===== config.mk =====
export PLATFORM = sky130hd
export DESIGN_NAME = tdm_demux8
export DESIGN_NICKNAME = d
export VERILOG_FILES = /design/src/rtl/tdm_pkg.sv /design/src/rtl/tdm_slot_ctr.sv /design/src/rtl/tdm_demux8.sv
export SDC_FILE = /design/constraint.sdc
export NUM_CORES = 1
export LEC_CHECK = 0
export CAP_MARGIN = 5
export CORE_ASPECT_RATIO = 2
export CORE_MARGIN = 2
export CORE_UTILIZATION = 40
export DETAILED_ROUTE_END_ITERATION = 6
export GPL_ROUTABILITY_DRIVEN = 0
export PLACE_DENSITY = 0.68
export SYNTH_ARGS = -nofsm -noshare
export SYNTH_HDL_FRONTEND = slang
export SYNTH_HIERARCHICAL = 1
export SYNTH_SLANG_ARGS = --single-unit
export TNS_END_PERCENT = 1

===== constraint.sdc =====
create_clock -name clk -period 2 [get_ports clk]
set_input_delay 0.3 -clock clk [delete_from_list [all_inputs] [get_ports clk]]
set_output_delay 0.3 -clock clk [all_outputs]
set_load 0.02 [all_outputs]

===== src/rtl/tdm_pkg.sv =====
// Shared types and sizing helpers for the tdm_demux8 serial demultiplexer.
package tdm_pkg;

    typedef enum logic [1:0] {
        IDLE = 2'd0,
        RUN  = 2'd1,
        PAR  = 2'd2
    } tdm_state_e;

    localparam int TDM_NCH_DEFAULT = 8;

    // The slot index must stay at least 1 bit wide, even for tiny channel counts.
    function automatic int tdm_slot_w(input int nch);
        return (nch > 1) ? $clog2(nch) : 1;
    endfunction

endpackage


===== src/rtl/tdm_slot_ctr.sv =====
// Slot counter for the TDM demultiplexer. It supports clear, load-to-1, wrap and
// increment, and it flags the terminal slot.
module tdm_slot_ctr import tdm_pkg::*; #(
    parameter  int NCH    = TDM_NCH_DEFAULT,
    localparam int SLOT_W = tdm_slot_w(NCH)
) (
    input  logic              clk,
    input  logic              rst_n,
    input  logic              i_clear,
    input  logic              i_load1,
    input  logic              i_wrap,
    input  logic              i_inc,
    output logic [SLOT_W-1:0] o_slot,
    output logic              o_last
);

    logic [SLOT_W-1:0] r_slot;

    always_ff @(posedge clk or negedge rst_n) begin
        if (!rst_n)       r_slot <= '0;
        else if (i_clear) r_slot <= '0;
        else if (i_load1) r_slot <= SLOT_W'(1);
        else if (i_wrap)  r_slot <= '0;
        else if (i_inc)   r_slot <= r_slot + SLOT_W'(1);
    end

    assign o_slot = r_slot;
    assign o_last = (r_slot == SLOT_W'(NCH - 1));

endmodule


===== src/rtl/tdm_demux8.sv =====
// Serial TDM demultiplexer. It collects NCH slot bits per sync-marked frame and
// presents each completed frame as a registered word. Defining TDM_PARITY_EN adds
// an even-parity beat after every frame.
module tdm_demux8 import tdm_pkg::*; #(
    parameter  int NCH    = TDM_NCH_DEFAULT,
    localparam int SLOT_W = tdm_slot_w(NCH)
) (
    input  logic              clk,
    input  logic              rst_n,
    input  logic              din,
    input  logic              valid,
    input  logic              sync,
    output logic [NCH-1:0]    dout,
    output logic              frame_valid,
    output logic              sync_err,
    output logic              parity_err,
    output logic [SLOT_W-1:0] slot
);

    tdm_state_e        r_state, w_next;
    logic [NCH-1:0]    r_shift, r_dout, w_asm;
    logic [SLOT_W-1:0] w_slot;
    logic              w_last, w_clear, w_load1, w_wrap, w_inc;
    logic              w_restart, w_store, w_frame, w_serr;
    logic              r_frame_valid, r_sync_err;

    tdm_slot_ctr #(.NCH(NCH)) u_slot_ctr (
        .clk     (clk),
        .rst_n   (rst_n),
        .i_clear (w_clear),
        .i_load1 (w_load1),
        .i_wrap  (w_wrap),
        .i_inc   (w_inc),
        .o_slot  (w_slot),
        .o_last  (w_last)
    );

    always_ff @(posedge clk or negedge rst_n) begin
        if (!rst_n) r_state <= IDLE;
        else        r_state <= w_next;
    end

    always_comb begin
        w_next = r_state;
        case (r_state)
            IDLE: if (valid && sync) w_next = RUN;
            RUN: begin
                if (valid && !sync) begin
                    if (w_slot == '0) w_next = IDLE;
`ifdef TDM_PARITY_EN
                    else if (w_last)  w_next = PAR;
`endif
                end
            end
`ifdef TDM_PARITY_EN
            PAR:     if (valid) w_next = RUN;
`endif
            default: w_next = IDLE;
        endcase
    end

`ifdef TDM_PARITY_EN
    logic w_perr;
`endif

    always_comb begin
        w_clear   = 1'b0;
        w_load1   = 1'b0;
        w_wrap    = 1'b0;
        w_inc     = 1'b0;
        w_restart = 1'b0;
        w_store   = 1'b0;
        w_frame   = 1'b0;
        w_serr    = 1'b0;
`ifdef TDM_PARITY_EN
        w_perr    = 1'b0;
`endif
        case (r_state)
            IDLE: begin
                w_load1   = valid && sync;
                w_restart = valid && sync;
            end
            RUN: begin
                if (valid) begin
                    if (sync) begin
                        w_load1   = 1'b1;
                        w_restart = 1'b1;
                        w_serr    = (w_slot != '0);
                    end else if (w_slot == '0) begin
                        w_serr    = 1'b1;
                        w_clear   = 1'b1;
                    end else begin
                        w_store   = 1'b1;
                        w_wrap    = w_last;
                        w_inc     = !w_last;
`ifndef TDM_PARITY_EN
                        w_frame   = w_last;
`endif
                    end
                end
            end
`ifdef TDM_PARITY_EN
            PAR: begin
                if (valid) begin
                    if (sync) begin
                        w_serr    = 1'b1;
                        w_load1   = 1'b1;
                        w_restart = 1'b1;
                    end else begin
                        w_frame   = 1'b1;
                        w_perr    = (^r_shift) ^ din;
                    end
                end
            end
`endif
            default: ;
        endcase
    end

    // The final data beat is merged here so that dout can load on the same edge that samples it.
    always_comb begin
        w_asm = r_shift;
        if (r_state == RUN) w_asm[w_slot] = din;
    end

    always_ff @(posedge clk or negedge rst_n) begin
        if (!rst_n)         r_shift <= '0;
        else if (w_restart) r_shift <= {{(NCH-1){1'b0}}, din};
        else if (w_store)   r_shift[w_slot] <= din;
    end

    always_ff @(posedge clk or negedge rst_n) begin
        if (!rst_n) begin
            r_dout        <= '0;
            r_frame_valid <= 1'b0;
            r_sync_err    <= 1'b0;
        end else begin
            r_frame_valid <= w_frame;
            r_sync_err    <= w_serr;
            if (w_frame) r_dout <= w_asm;
        end
    end

`ifdef TDM_PARITY_EN
    logic r_parity_err;
    always_ff @(posedge clk or negedge rst_n) begin
        if (!rst_n) r_parity_err <= 1'b0;
        else        r_parity_err <= w_perr;
    end
    assign parity_err = r_parity_err;
`else
    assign parity_err = 1'b0;
`endif

    assign dout        = r_dout;
    assign frame_valid = r_frame_valid;
    assign sync_err    = r_sync_err;
    assign slot        = w_slot;

endmodule

**Yosys cells after proc, flatten, opt, wreduce, memory -nomap -nowiden**

Index checks and enable logic that the tools add are counted.

- Word-level logic and storage cells: 61
- Bits in registers: 23
- Input bits: 5
- Output and inout bits: 14

- $add $sub $neg: 1
- Multiplexer cells: 36
- Equality and inequality tests: 5
- Order comparisons: 2
- Reductions and logical operators: 11

Operators by type and width:

| kind | count |
|---|---|
| $mux W8 | 3 |
| $mux W1 | 22 |
| $mux W3 | 4 |
| $bwmux W8 | 1 |
| $mux W2 | 3 |
| $ne A2 B2 Y1 const B | 3 |
| $lt A3 B4 Y1 const B | 1 |
| $pmux W2 S2 | 1 |
| $reduce_bool A4 Y1 | 1 |
| $add A3 B1 Y3 const B | 1 |
| $demux W1 S3 | 1 |
| $eq A3 B3 Y1 const B | 1 |
| $ge A3 B1 Y1 const B | 1 |
| $logic_and A1 B1 Y1 | 3 |
| $logic_not A3 Y1 | 1 |
| $reduce_and A3 Y1 | 1 |
| $reduce_bool A3 Y1 | 1 |
| $eq A2 B1 Y1 const B | 1 |
| $logic_not A1 Y1 | 2 |
| $logic_not A2 Y1 | 1 |
| $pmux W1 S2 | 1 |
| $reduce_bool A2 Y1 | 1 |

**Longest topological paths before layout**

- Depth after elaboration: 10
- Mapped depth: 6
- Mapped depth without buffers: 6

**Hierarchy**

Netlist, hierarchy kept.

By module, submodules not included:

| module | seq. area each (µm²) | times used | cells each | area each (µm²) |
|---|---|---|---|---|
| tdm_demux8 | 475.5 | 1 | 96 | 1006.0 |
| tdm_slot_ctr | 75.1 | 1 | 12 | 160.2 |

**Worst setup path after synthesis**

No wires, ideal clock.

- Kind: flip-flop to flip-flop
- Start: register u_slot_ctr.r_slot[0] (netlist: u_slot_ctr/o_slot[0])
- End: register u_slot_ctr.r_slot[1] (netlist: u_slot_ctr/o_slot[1])
- Required time: 1.876 ns
- Buffers on the path: 0
- Stages on the path, launching flop included: 6
- Slack: 0.065 ns
- Period minus slack after synthesis: 1.935 ns
- Setup time: 0.124 ns
- Data arrival time: 1.811 ns
- Cell sequence: dfrtp_1 > ha_1 > ha_1 > nor4_1 > mux2i_1 > nor4_1

- Elaborated cells on any way between the ends: 21
- Classes of those cells: add/sub (1); eq/ne (1); mux (16); reduce/logical (3)

RTL lines:

| what | line | source |
|---|---|---|
| from (decl) | tdm_slot_ctr.sv:17 | `logic [SLOT_W-1:0] r_slot;` |
| from (signal assigned) | tdm_slot_ctr.sv:24 | `else if (i_inc) r_slot <= r_slot + SLOT_W'(1);` |
| $eq A3 B3 Y1 | tdm_slot_ctr.sv:28 | `assign o_last = (r_slot == SLOT_W'(NCH - 1));` |
| net w_last | tdm_demux8.sv:23 | `logic w_last, w_clear, w_load1, w_wrap, w_inc;` |
| $logic_not A1 Y1 | tdm_demux8.sv:95 | `w_inc = !w_last;` |
| $mux W1 | tdm_demux8.sv:89 | `end else if (w_slot == '0) begin` |
| $mux W1 | tdm_demux8.sv:85 | `if (sync) begin` |
| $mux W1 | tdm_demux8.sv:84 | `if (valid) begin` |
| $mux W1 | tdm_demux8.sv:78 | `case (r_state)` |
| net w_inc | tdm_demux8.sv:23 |  |
| $reduce_bool A4 Y1 (no line) | n/a |  |

The timed path passes the listed nets, and every way through them passes these cells. The select of a mux whose other input is x is not followed.
A chain may end at the register's enable or synchronous reset.

**Worst setup path in the final report**

- Start: register u_slot_ctr.r_slot[1] (netlist: u_slot_ctr/o_slot[1])
- End: register u_slot_ctr.r_slot[1] (netlist: u_slot_ctr/o_slot[1])

The elaborated chain is that of the path after synthesis.

==> impl_metrics.tcl <==
set metrics [dict create \
    status "complete, no violations" \
    use_met2_pct 28.3 \
    ys_ff_latch 22 \
    cts_hold_buffers 0 \
    ir_worst_vdd_mv 0.448 \
    cp_max_fo 11 \
    cp.required_ns 2.15 \
    max_stage_delay_ns 0.50 \
    syn_avg_cell_area_um2 10.8 \
    wl_um 2320 \
    dpl.hpwl_um 1730 \
    via_per_inst 5.42 \
    fin_setup_tns_ns 0 \
    synthToLayoutAreaGrowth_pct 24.9 \
    path_delay_family "simple AND/OR/NAND/NOR gates" \
    boundaryPins 19 \
    fin_crit_ns 1.79 \
    final-hold-violation-count 0 \
    fin_util_pct 52.6 \
    worstPathArrival_ns 1.93 \
    clk_latency_ns 0.26 \
    cp_slowest_cell "dfrtp_1" \
    clock.fmax_mhz 560 \
    finalClockSkew_ns 0.00246 \
    grt_max_degree 23 \
    cts_buffers 3 \
    path_depth 6 \
    place_area_um2 1410 \
    drive_gt1_share_pct 13.6 \
    setup_viol 0 \
    finalMaxSlewViolations 0 \
    fin_ws_ns 0.214 \
    drt-pass1-iter-count 4 \
    fin_area_um2 1460 \
    maxCapViolCount 0 \
    cts_htree_levels 1 \
    io_buffers 17 \
    holdWs_ns 0.380 \
    grt_setup_unrepaired "no" \
    final.fill_count 247 \
    instances_no_fill 161 \
    antenna_found_initial 0 \
    crit_chain "ha_1 > ha_1 > nor4_1 > buf_4 > mux2i_1 > nor4_1" \
    total_power_mw 1.66 \
    die-area_um2 3390 \
    nets 143 \
    wire_per_inst_um 14.4 \
    ys_top_cells_by_count "dfrtp_1, inv_1, mux2i_1, nand3_1, o221ai_1" \
    post-cts-setup-buffer-count 0 \
    min_path_type "input pin to asynchronous set/reset pin" \
    crit_type "flip-flop to flip-flop" \
    placementRows 27 \
    yosys-top-cells-area "dfrtp_1, mux2i_1, inv_1" \
    synth_top_area_share_pct 47.2 \
    grt.total_usage_pct 16.0 \
    cp-start-kind "flip-flop" \
    yosysSeqAreaShare_pct 47.2 \
    path_clk_slew_ns 0.07 \
    post-synth-top-count-cell "dfrtp_1" \
    yosys_warnings 6 \
    finalCritPeriodShare_pct 89.3 \
    ys_types 30 \
    synth_cells 108 \
    initial_utilization_pct 42.1 \
    die_x_um 42.2 \
    use_met3_pct 2.25 \
    syn-cell-area_um2 1170 \
    cts_root_buf "clkbuf_8" \
    endpoint_kind "flip-flop" \
    num_vias 872 \
    p_per_area_nw_per_um2 1140 \
    cts_resized 0 \
    leakagePower_nw 0.672 \
    drc_errors 0 \
    critPathBufInv 1 \
    ys_async_sr_fraction_pct 100 \
    cts_num_sinks 22 \
    yosysTopAreaCell "dfrtp_1" \
    diodes 0 \
    grt_busiest_layer "met2" \
    synth_fp_nets 117 \
    overflow 0 \
    core-area_um2 2770 \
    die_h_um 80.4 \
    grt_pass1_wl_um 4140 \
    drt-initial-drc-count 16 \
    synth_edf_count 0 \
    met1_usage_pct 17.7 \
    cts.path.max_buffers 2 \
    cts_tree "yes" \
    synth_ff_type "dfrtp_1" \
    dp_cells 158 \
    grt_pass1_vias 918 \
    detail-route-antenna-nets 0 \
    reg2reg_depth 6 \
    post-place-ws_ns 0.0920 \
]
worst register-to-register path: cells and delay by family (launching register included):
| family | cells | cell delay, ns |
|---|---|---|
| simple gates | 2 | 0.51 |
| fa+ha+maj | 2 | 0.42 |
| flops | 1 | 0.50 |
| buf+inv | 1 | 0.18 |
| mux | 1 | 0.07 |
per-layer routing:
metal	wire (um)	part of all wire (%)
met5	0	0
met4	76	3.3
met3	59	2.5
met2	1230	53
met1	961	41
state kept, by name, indices dropped and copies added (netlist names):
name	flops
frame_valid	1
r_state	1
sync_err	1
dout	8
r_shift	8
u_slot_ctr/o_slot	3
report_power, final:
| part | switching (mW) | leakage, nW | internal, mW |
|---|---|---|---|
| registers | 0.117 | 0.259 | 0.571 |
| clock network | 0.137 | 0.0216 | 0.134 |
| logic | 0.353 | 0.391 | 0.345 |
| total | 0.607 | 0.672 | 1.05 |
logic make-up after synthesis:
logic type / share of synthesized area (%)
simple gates: 15.1
xor+xnor: 0.751
other cells: 0.322
mux: 15.0
compound gates: 9.01
buf+inv: 8.26
flops: 47.2
fa+ha+maj: 4.29
cell usage in the layout (no fill, tap or decap), types with 2 or more instances in the layout:
cell type	netlist	final
dfrtp_1	22	22
inv_1	16	16
nand3_1	8	8
nor3b_1	3	3
and3_1	2	2
nor4_1	3	3
nand3b_1	3	3
clkbuf_8	0	3
o21ai_0	2	2
nand2_1	4	4
or3_4	1	2
clkdlybuf4s50_1	0	17
mux2i_1	16	16
ha_1	4	4
o221ai_1	6	6
buf_4	1	9
cell type report:
type	count	area, um^2	share of cell area, %
clock buffer	3	41.3	2.84
timing repair buffer	26	238	16.3
sequential	22	551	37.8
multi-input combinational	64	524	36.0
tap	29	36.3	2.49
inverter	17	66.3	4.55
path summary, 6_finish.rpt:
path | slack, ns | start | endpoint
min reg2reg | 0.51 | dout[0]$_DFFE_PN0P_ | dout[0]$_DFFE_PN0P_
max reg2reg | 0.21 | u_slot_ctr/o_slot[1]$_DFFE_PN0P_ | u_slot_ctr/o_slot[1]$_DFFE_PN0P_
max | 0.21 | u_slot_ctr/o_slot[1]$_DFFE_PN0P_ | u_slot_ctr/o_slot[1]$_DFFE_PN0P_
min in group clk | 0.51 | dout[0]$_DFFE_PN0P_ | dout[0]$_DFFE_PN0P_
min | 0.38 | rst_n | u_slot_ctr/o_slot[0]$_DFFE_PN0P_
max in group asynchronous | 1.40 | rst_n | r_shift[5]$_DFFE_PN0P_
Note: power is estimated with default switching activity, not from simulation.
